===== config.mk =====
export PLATFORM = sky130hd
export DESIGN_NAME = minifloat_frame_acc
export DESIGN_NICKNAME = d
export VERILOG_FILES = /design/src/rtl/minifloat_frame_acc.sv
export SDC_FILE = /design/constraint.sdc
export NUM_CORES = 1
export LEC_CHECK = 0
export ABC_CLOCK_PERIOD_IN_PS = 4000
export CAP_MARGIN = 10
export CELL_PAD_IN_SITES_DETAIL_PLACEMENT = 2
export CELL_PAD_IN_SITES_GLOBAL_PLACEMENT = 2
export CORE_ASPECT_RATIO = 0.7
export CORE_MARGIN = 2
export CORE_UTILIZATION = 31
export CTS_BUF_LIST = sky130_fd_sc_hd__clkbuf_8
export DETAILED_ROUTE_END_ITERATION = 6
export GPL_TIMING_DRIVEN = 0
export HOLD_SLACK_MARGIN = 0.03
export PLACE_DENSITY_LB_ADDON = 0.1
export SLEW_MARGIN = 10
export SYNTH_ARGS = -nofsm -noshare
export SYNTH_HDL_FRONTEND = slang
export SYNTH_SLANG_ARGS = --single-unit

===== constraint.sdc =====
create_clock -name clk -period 4 [get_ports clk]
set_input_delay 0.8 -clock clk [delete_from_list [all_inputs] [get_ports clk]]
set_output_delay 0.8 -clock clk [all_outputs]
set_load 0.02 [all_outputs]

===== src/rtl/minifloat_frame_acc.sv =====
// Expands 7-bit minifloat codes to integers and sums them per frame; result on a valid/ready output.
// Build option: define MINIFLOAT_FRAME_ACC_SAT_EN to clamp the accumulator on overflow instead of wrapping.
module minifloat_frame_acc #(
  parameter int FRAME_LEN = 16,
  parameter int ACC_W     = 15,
  parameter int CNT_W     = $clog2(FRAME_LEN + 1)
) (
  input  logic             clk,
  input  logic             rst,
  input  logic             in_valid,
  output logic             in_ready,
  input  logic [6:0]       in_code,
  input  logic             flush,
  output logic             out_valid,
  input  logic             out_ready,
  output logic [ACC_W-1:0] out_sum,
  output logic [CNT_W-1:0] out_count,
  output logic             out_ovf
);

  // state   | meaning
  // ST_ACC  | accepting samples into the running frame
  // ST_DONE | frame result presented, waiting for out_ready
  typedef enum logic {ST_ACC, ST_DONE} state_t;

  localparam int SUM_W = ACC_W + 1;

  state_t           state_q, state_d;
  logic [ACC_W-1:0] acc_q, acc_d;
  logic [CNT_W-1:0] cnt_q, cnt_d;
  logic             ovf_q, ovf_d;
  logic [ACC_W-1:0] out_sum_q, out_sum_d;
  logic [CNT_W-1:0] out_count_q, out_count_d;
  logic             out_ovf_q, out_ovf_d;

  logic [2:0]       code_exp;
  logic [3:0]       code_man;
  logic [10:0]      value;
  logic [SUM_W-1:0] sum_ext;
  logic             carry;
  logic [ACC_W-1:0] acc_add;
  logic [CNT_W-1:0] cnt_inc;
  logic             accept;
  logic             close;

  always_comb begin
    code_exp = in_code[6:4];
    code_man = in_code[3:0];
    if (code_exp == 3'd0) begin
      value = {7'd0, code_man};
    end else begin
      value = {6'd0, 1'b1, code_man} << (code_exp - 3'd1);
    end
  end

  always_comb begin
    sum_ext = {1'b0, acc_q} + SUM_W'(value);
    carry   = sum_ext[ACC_W];
`ifdef MINIFLOAT_FRAME_ACC_SAT_EN
    // Once clamped, any further nonzero sample carries again, so the clamp is held.
    acc_add = carry ? {ACC_W{1'b1}} : sum_ext[ACC_W-1:0];
`else
    acc_add = sum_ext[ACC_W-1:0];
`endif
    cnt_inc = cnt_q + CNT_W'(1);
  end

  assign in_ready  = (state_q == ST_ACC);
  assign out_valid = (state_q == ST_DONE);
  assign out_sum   = out_sum_q;
  assign out_count = out_count_q;
  assign out_ovf   = out_ovf_q;

  always_comb begin
    state_d     = state_q;
    acc_d       = acc_q;
    cnt_d       = cnt_q;
    ovf_d       = ovf_q;
    out_sum_d   = out_sum_q;
    out_count_d = out_count_q;
    out_ovf_d   = out_ovf_q;
    accept      = 1'b0;
    close       = 1'b0;

    unique case (state_q)
      ST_ACC: begin
        accept = in_valid;
        close  = (accept && (cnt_inc == CNT_W'(FRAME_LEN))) ||
                 (flush && ((cnt_q != '0) || accept));
        if (accept) begin
          acc_d = acc_add;
          cnt_d = cnt_inc;
          ovf_d = ovf_q | carry;
        end
        if (close) begin
          out_sum_d   = acc_d;
          out_count_d = cnt_d;
          out_ovf_d   = ovf_d;
          state_d     = ST_DONE;
        end
      end
      ST_DONE: begin
        if (out_ready) begin
          acc_d   = '0;
          cnt_d   = '0;
          ovf_d   = 1'b0;
          state_d = ST_ACC;
        end
      end
      default: state_d = ST_ACC;
    endcase
  end

  always_ff @(posedge clk) begin
    if (rst) begin
      state_q     <= ST_ACC;
      acc_q       <= '0;
      cnt_q       <= '0;
      ovf_q       <= 1'b0;
      out_sum_q   <= '0;
      out_count_q <= '0;
      out_ovf_q   <= 1'b0;
    end else begin
      state_q     <= state_d;
      acc_q       <= acc_d;
      cnt_q       <= cnt_d;
      ovf_q       <= ovf_d;
      out_sum_q   <= out_sum_d;
      out_count_q <= out_count_d;
      out_ovf_q   <= out_ovf_d;
    end
  end

endmodule


==> reports/results.md <==
| Stage | Quantity | Value |
|:---|:---|:---|
| sta | Transition time at the pin with the least slew margin | 0.969 ns |
| synth | Proportion of synthesized chip area in sequential cells | 29.8% |
| pwr | Sequential fraction of design power | 38.1% |
| cts | CTS HTree Levels | 2 |
| setup path | Path type of the worst setup path | primary input to flip-flop |
| die | Initial core utilization | 31.9% |
| place | Routability congestion estimate from global placement | 0.797 |
| cells and area | Number of filler instances in the final layout | 1054 |
| synth | Share of the synthesized netlist area taken by xor and xnor gates | 2.42% |
| sta | Unrepaired setup endpoints after global routing | no |
| synth | Complex-gate fraction of the synthesized area | 28.8% |
| pwr | Combinational group share of total power | 40.6% |
| synth | Most common flop cell mapped by yosys | dfxtp_1 |
| detailed routing | Via count normalized by instance count | 5.55 |
| sta | Final period demand of the worst path | 3.80 ns |
| detailed routing | Pre-Repair DR Iteration Count | 4 |
| setup path | Worst EP required | 4.17 ns |
| synth | Main combinational cell family by area after synthesis | compound AO/OA/AOI/OAI gates |
| die | X dimension of the die | 119 um |
| cts | # clock sinks | 43 |
| flow run | Max-cap violations | 0 |
| sta | Number of setup violations in the final report | 0 |
| pwr | VDD IR-drop max | 0.000140 V |
| sta | TNS Setup | 0 ns |
| grt | Global-route usage over all layers | 22.5% |
| synth | Adder and majority cell fraction of the synthesized area | 7.62% |
| place | Number of placed instances with taps included | 519 |
| setup path | Critical path capture point | out_sum[10] |
| detailed routing | Via Count | 3013 |
| detailed routing | Total wirelength of the detailed-routed design | 10.9 mm |
| min path | Worst Min Path Start | ovf_q |
| detailed routing | Post-DR wirelength/cell | 20.0 um |
| die | Core region area | 9070 um2 |
| synth | Synthesis Warnings | 0 |
| die | Die footprint | 10100 um2 |
| pwr | Total power density per cell area | 336 nW/um2 |
| setup path | Worst reg-to-reg setup slack | 1.64 ns |
| sta | Endpoints failing hold | 0 |
| sta | Post-route clock period utilization | 95.1% |
| cts | Clock-pin slew reported for the worst setup and hold paths after clock tree synthesis | 0.08 ns |
| cells and area | Layout area overhead | 32.0% |
| cells and area | Most common library cell in the layout ignoring fill and taps | nor2_1 |
| setup path | Reg2Reg Depth | 8 |
| setup path | Endpoint of the worst-slack reg-to-reg timing path | out_sum[10] |
| grt | Antenna violations before repair | 0 |
| synth | Post-synthesis sequential element count | 43 |
| cells and area | Share of post-route cells with drive strength above 1 | 17.9% |
| setup path | Kind of start point of the critical path | primary input |
| grt | Global-route wire length before repair | 17.8 mm |
| synth | Syn_area_per_cell | 7.97 um2 |
| grt | Pin count of the biggest net entering global routing | 12 |
| cells and area | N_diodes | 0 |
| synth | Synthesized cell area | 2890 um2 |
| grt | Number of global-route vias before repair | 3250 |
| setup path | Top fanout value on the critical path | 5 |
| cts | Clock tree from TritonCTS | yes |
| cells and area | Count of non-filler cells in the finished layout | 543 |
| die | Row count | 29 |
| detailed routing | DRC violation count after routing | 0 |
| sta | Slew margin rel. | 35.4% |
| pwr | Switching part of the total power | 37.9% |
| cells and area | Top library cells by usage in the layout, fill and taps aside | nor2_1 (44), dfxtp_1 (43), clkdlybuf4s50_1 (31), nand2_1 (27), a21oi_1 (20) |
| die | Die Height | 84.8 um |
| grt | Remaining Overflow, GRT | 0 |
| pwr | Sw Pwr | 0.486 mW |
| setup path | Kind of capture point of the worst setup path | flip-flop |
| sta | Clock Skews | 0.0103 ns |
| pwr | Internal Power | 0.796 mW |
| cells and area | Final nets | 449 |
| sta | Worst hold slack across all endpoints | 0.506 ns |
| setup path | Arrival time of the worst setup path | 3.97 ns |
| cts | Number of buffers inserted for hold repair after clock tree synthesis | 0 |
| synth | Number of enable flip-flop cells after synthesis | 0 |
| run status | Result of the run | finished, final reports clean |
| detailed routing | Number of design-rule violations left by the first detailed-router iteration | 147 |
| cts | Root buffer cell | clkbuf_8 |
| min path | Type of the most critical hold path | flip-flop to flip-flop |
| synth | Number of instances in the synthesized netlist | 363 |
| die | Num ports | 35 |
| pwr | Leakage Power | 1.37 nW |
| synth | Net count of the mapped netlist | 392 |
| synth | Distinct cell type count of the synthesized netlist | 54 |
| sta | Max Transition Viols Final | 0 |
| synth | Simple logic cell fraction of the synthesized area | 22.2% |
| detailed routing | Routed Antenna Nets | 0 |
| synth | Multiplexer share of the synthesized area | 3.94% |
| sta | Highest Clock Rate | 263 MHz |
| cts | Clk_lat worst skew | 0.31 ns |
| cells and area | Share of the core filled with cells in the final layout | 42.1% |
| place | Total half-perimeter wirelength after legalization and detailed placement | 7.79 mm |
| pwr | Clock power frac | 21.3% |
| place | Count of input and output buffers | 32 |
| setup path | Source of the worst register-to-register timing path | acc_q[0] |
| cts | Num CTS Buffers | 5 |
| synth | Synth async-reset ratio | 0% |
| setup path | Launch point of the critical path | in_code[5] |
| cts | Maximum count of clock buffers along a single path | 2 |
-- metrics by stage --
step	area, um2	total power [mW]	worst slack, ns
floorplan	2890	0.764	0.0234
global placement	3370	0.899	-1.10
detailed placement	3370	0.917	-1.19
CTS	3690	1.25	0.00278
global route	3820	1.36	0.0607
finish	3820	1.28	0.195
-- what timing repair did --
| item | 4_1_cts | 5_1_grt |
|---|---|---|
| gates resized for setup | 29 | 24 |
| pin swaps | 12 | 13 |
| setup buffers | 16 | 3 |
| setup endpoints to repair | 25 | 21 |
-- registers in the layout, indices dropped and copies added (netlist names) --
| signal | cells |
|---|---|
| ovf_q | 1 |
| out_ovf | 1 |
| out_sum | 15 |
| cnt_q | 5 |
| acc_q | 15 |
| out_valid | 1 |
| out_count | 5 |
-- layer usage --
metal  share of wire [%]  GRT usage (%)  up-vias
li1                    -              -     1458
met1                  50           30.5     1512
met3                 2.3           4.01        9
met4                0.86           4.39        0
met2                  47           38.0       34
met5                   0              0        -
-- synthesized netlist by cell type, types with 4 or more instances --
library cell / number / area [um2]
or3_1: 5 / 31.3
dfxtp_1: 43 / 861
a21o_1: 5 / 37.5
xnor2_1: 4 / 35.0
a21oi_1: 25 / 125
o21ai_0: 15 / 75.1
nor2_1: 45 / 169
clkbuf_1: 13 / 48.8
o211ai_1: 4 / 30.0
nand3_1: 10 / 50.1
nand2b_1: 4 / 25.0
nand2_1: 27 / 101
buf_2: 10 / 50.1
o22ai_1: 4 / 25.0
ha_1: 16 / 200
a311oi_1: 8 / 70.1
o31ai_1: 6 / 45.0
inv_1: 12 / 45.0
nand3b_1: 5 / 37.5
mux2i_1: 8 / 80.1
or4_1: 6 / 45.0
o21ai_1: 5 / 25.0
a31oi_1: 7 / 43.8
a211oi_1: 14 / 105
nor2b_1: 10 / 62.6
xor2_1: 4 / 35.0
-- power groups by stage --
stage / registers [mW] / clock network (mW) / logic, mW
2_1_floorplan: 0.516 / 0 / 0.248
3_3_place_gp: 0.496 / 0 / 0.402
3_5_place_dp: 0.498 / 0 / 0.418
4_1_cts: 0.489 / 0.276 / 0.484
5_1_grt: 0.494 / 0.297 / 0.566
6_report: 0.489 / 0.273 / 0.521
-- worst min path at each step --
stage,to,cells past startpoint
2_1_floorplan,out_ovf,2
3_3_place_gp,out_ovf,2
3_5_place_dp,out_ovf,2
4_1_cts,out_ovf,2
5_1_grt,out_ovf,2
6_report,ovf_q,2
-- critical path, stage by stage --
cell             delay, ns
clkdlybuf4s50_1       0.45
inv_1                 0.09
ha_4                  0.33
mux2_4                0.34
nor2_4                0.10
a21oi_2               0.05
o21ai_2               0.16
o31ai_4               0.11
ha_4                  0.26
a2111oi_4             0.41
o21ai_4               0.14
buf_4                 0.16
and3_1                0.18
o31ai_1               0.25
a311oi_1              0.13
-- cell type report --
class                   instances  area (um2)  share of cell area, %
multi-input cells             283        2090                   54.8
flip-flops and latches         43         861                   22.6
repair buffers                 51         469                   12.3
well taps                     124         155                   4.07
plain buffers                  24         120                   3.15
clock buffers                   5        68.8                   1.80
inverters                      12        48.8                   1.28
clock inverters                 1        3.75                 0.0984
-- logic make-up after synthesis --
| group | after synthesis |
|---|---|
| simple gates | 129 |
| compound gates | 118 |
| flops | 43 |
| buf+inv | 37 |
| fa+ha+maj | 17 |
| mux | 11 |
| xor+xnor | 8 |
Note: power is estimated with default switching activity, not from simulation.
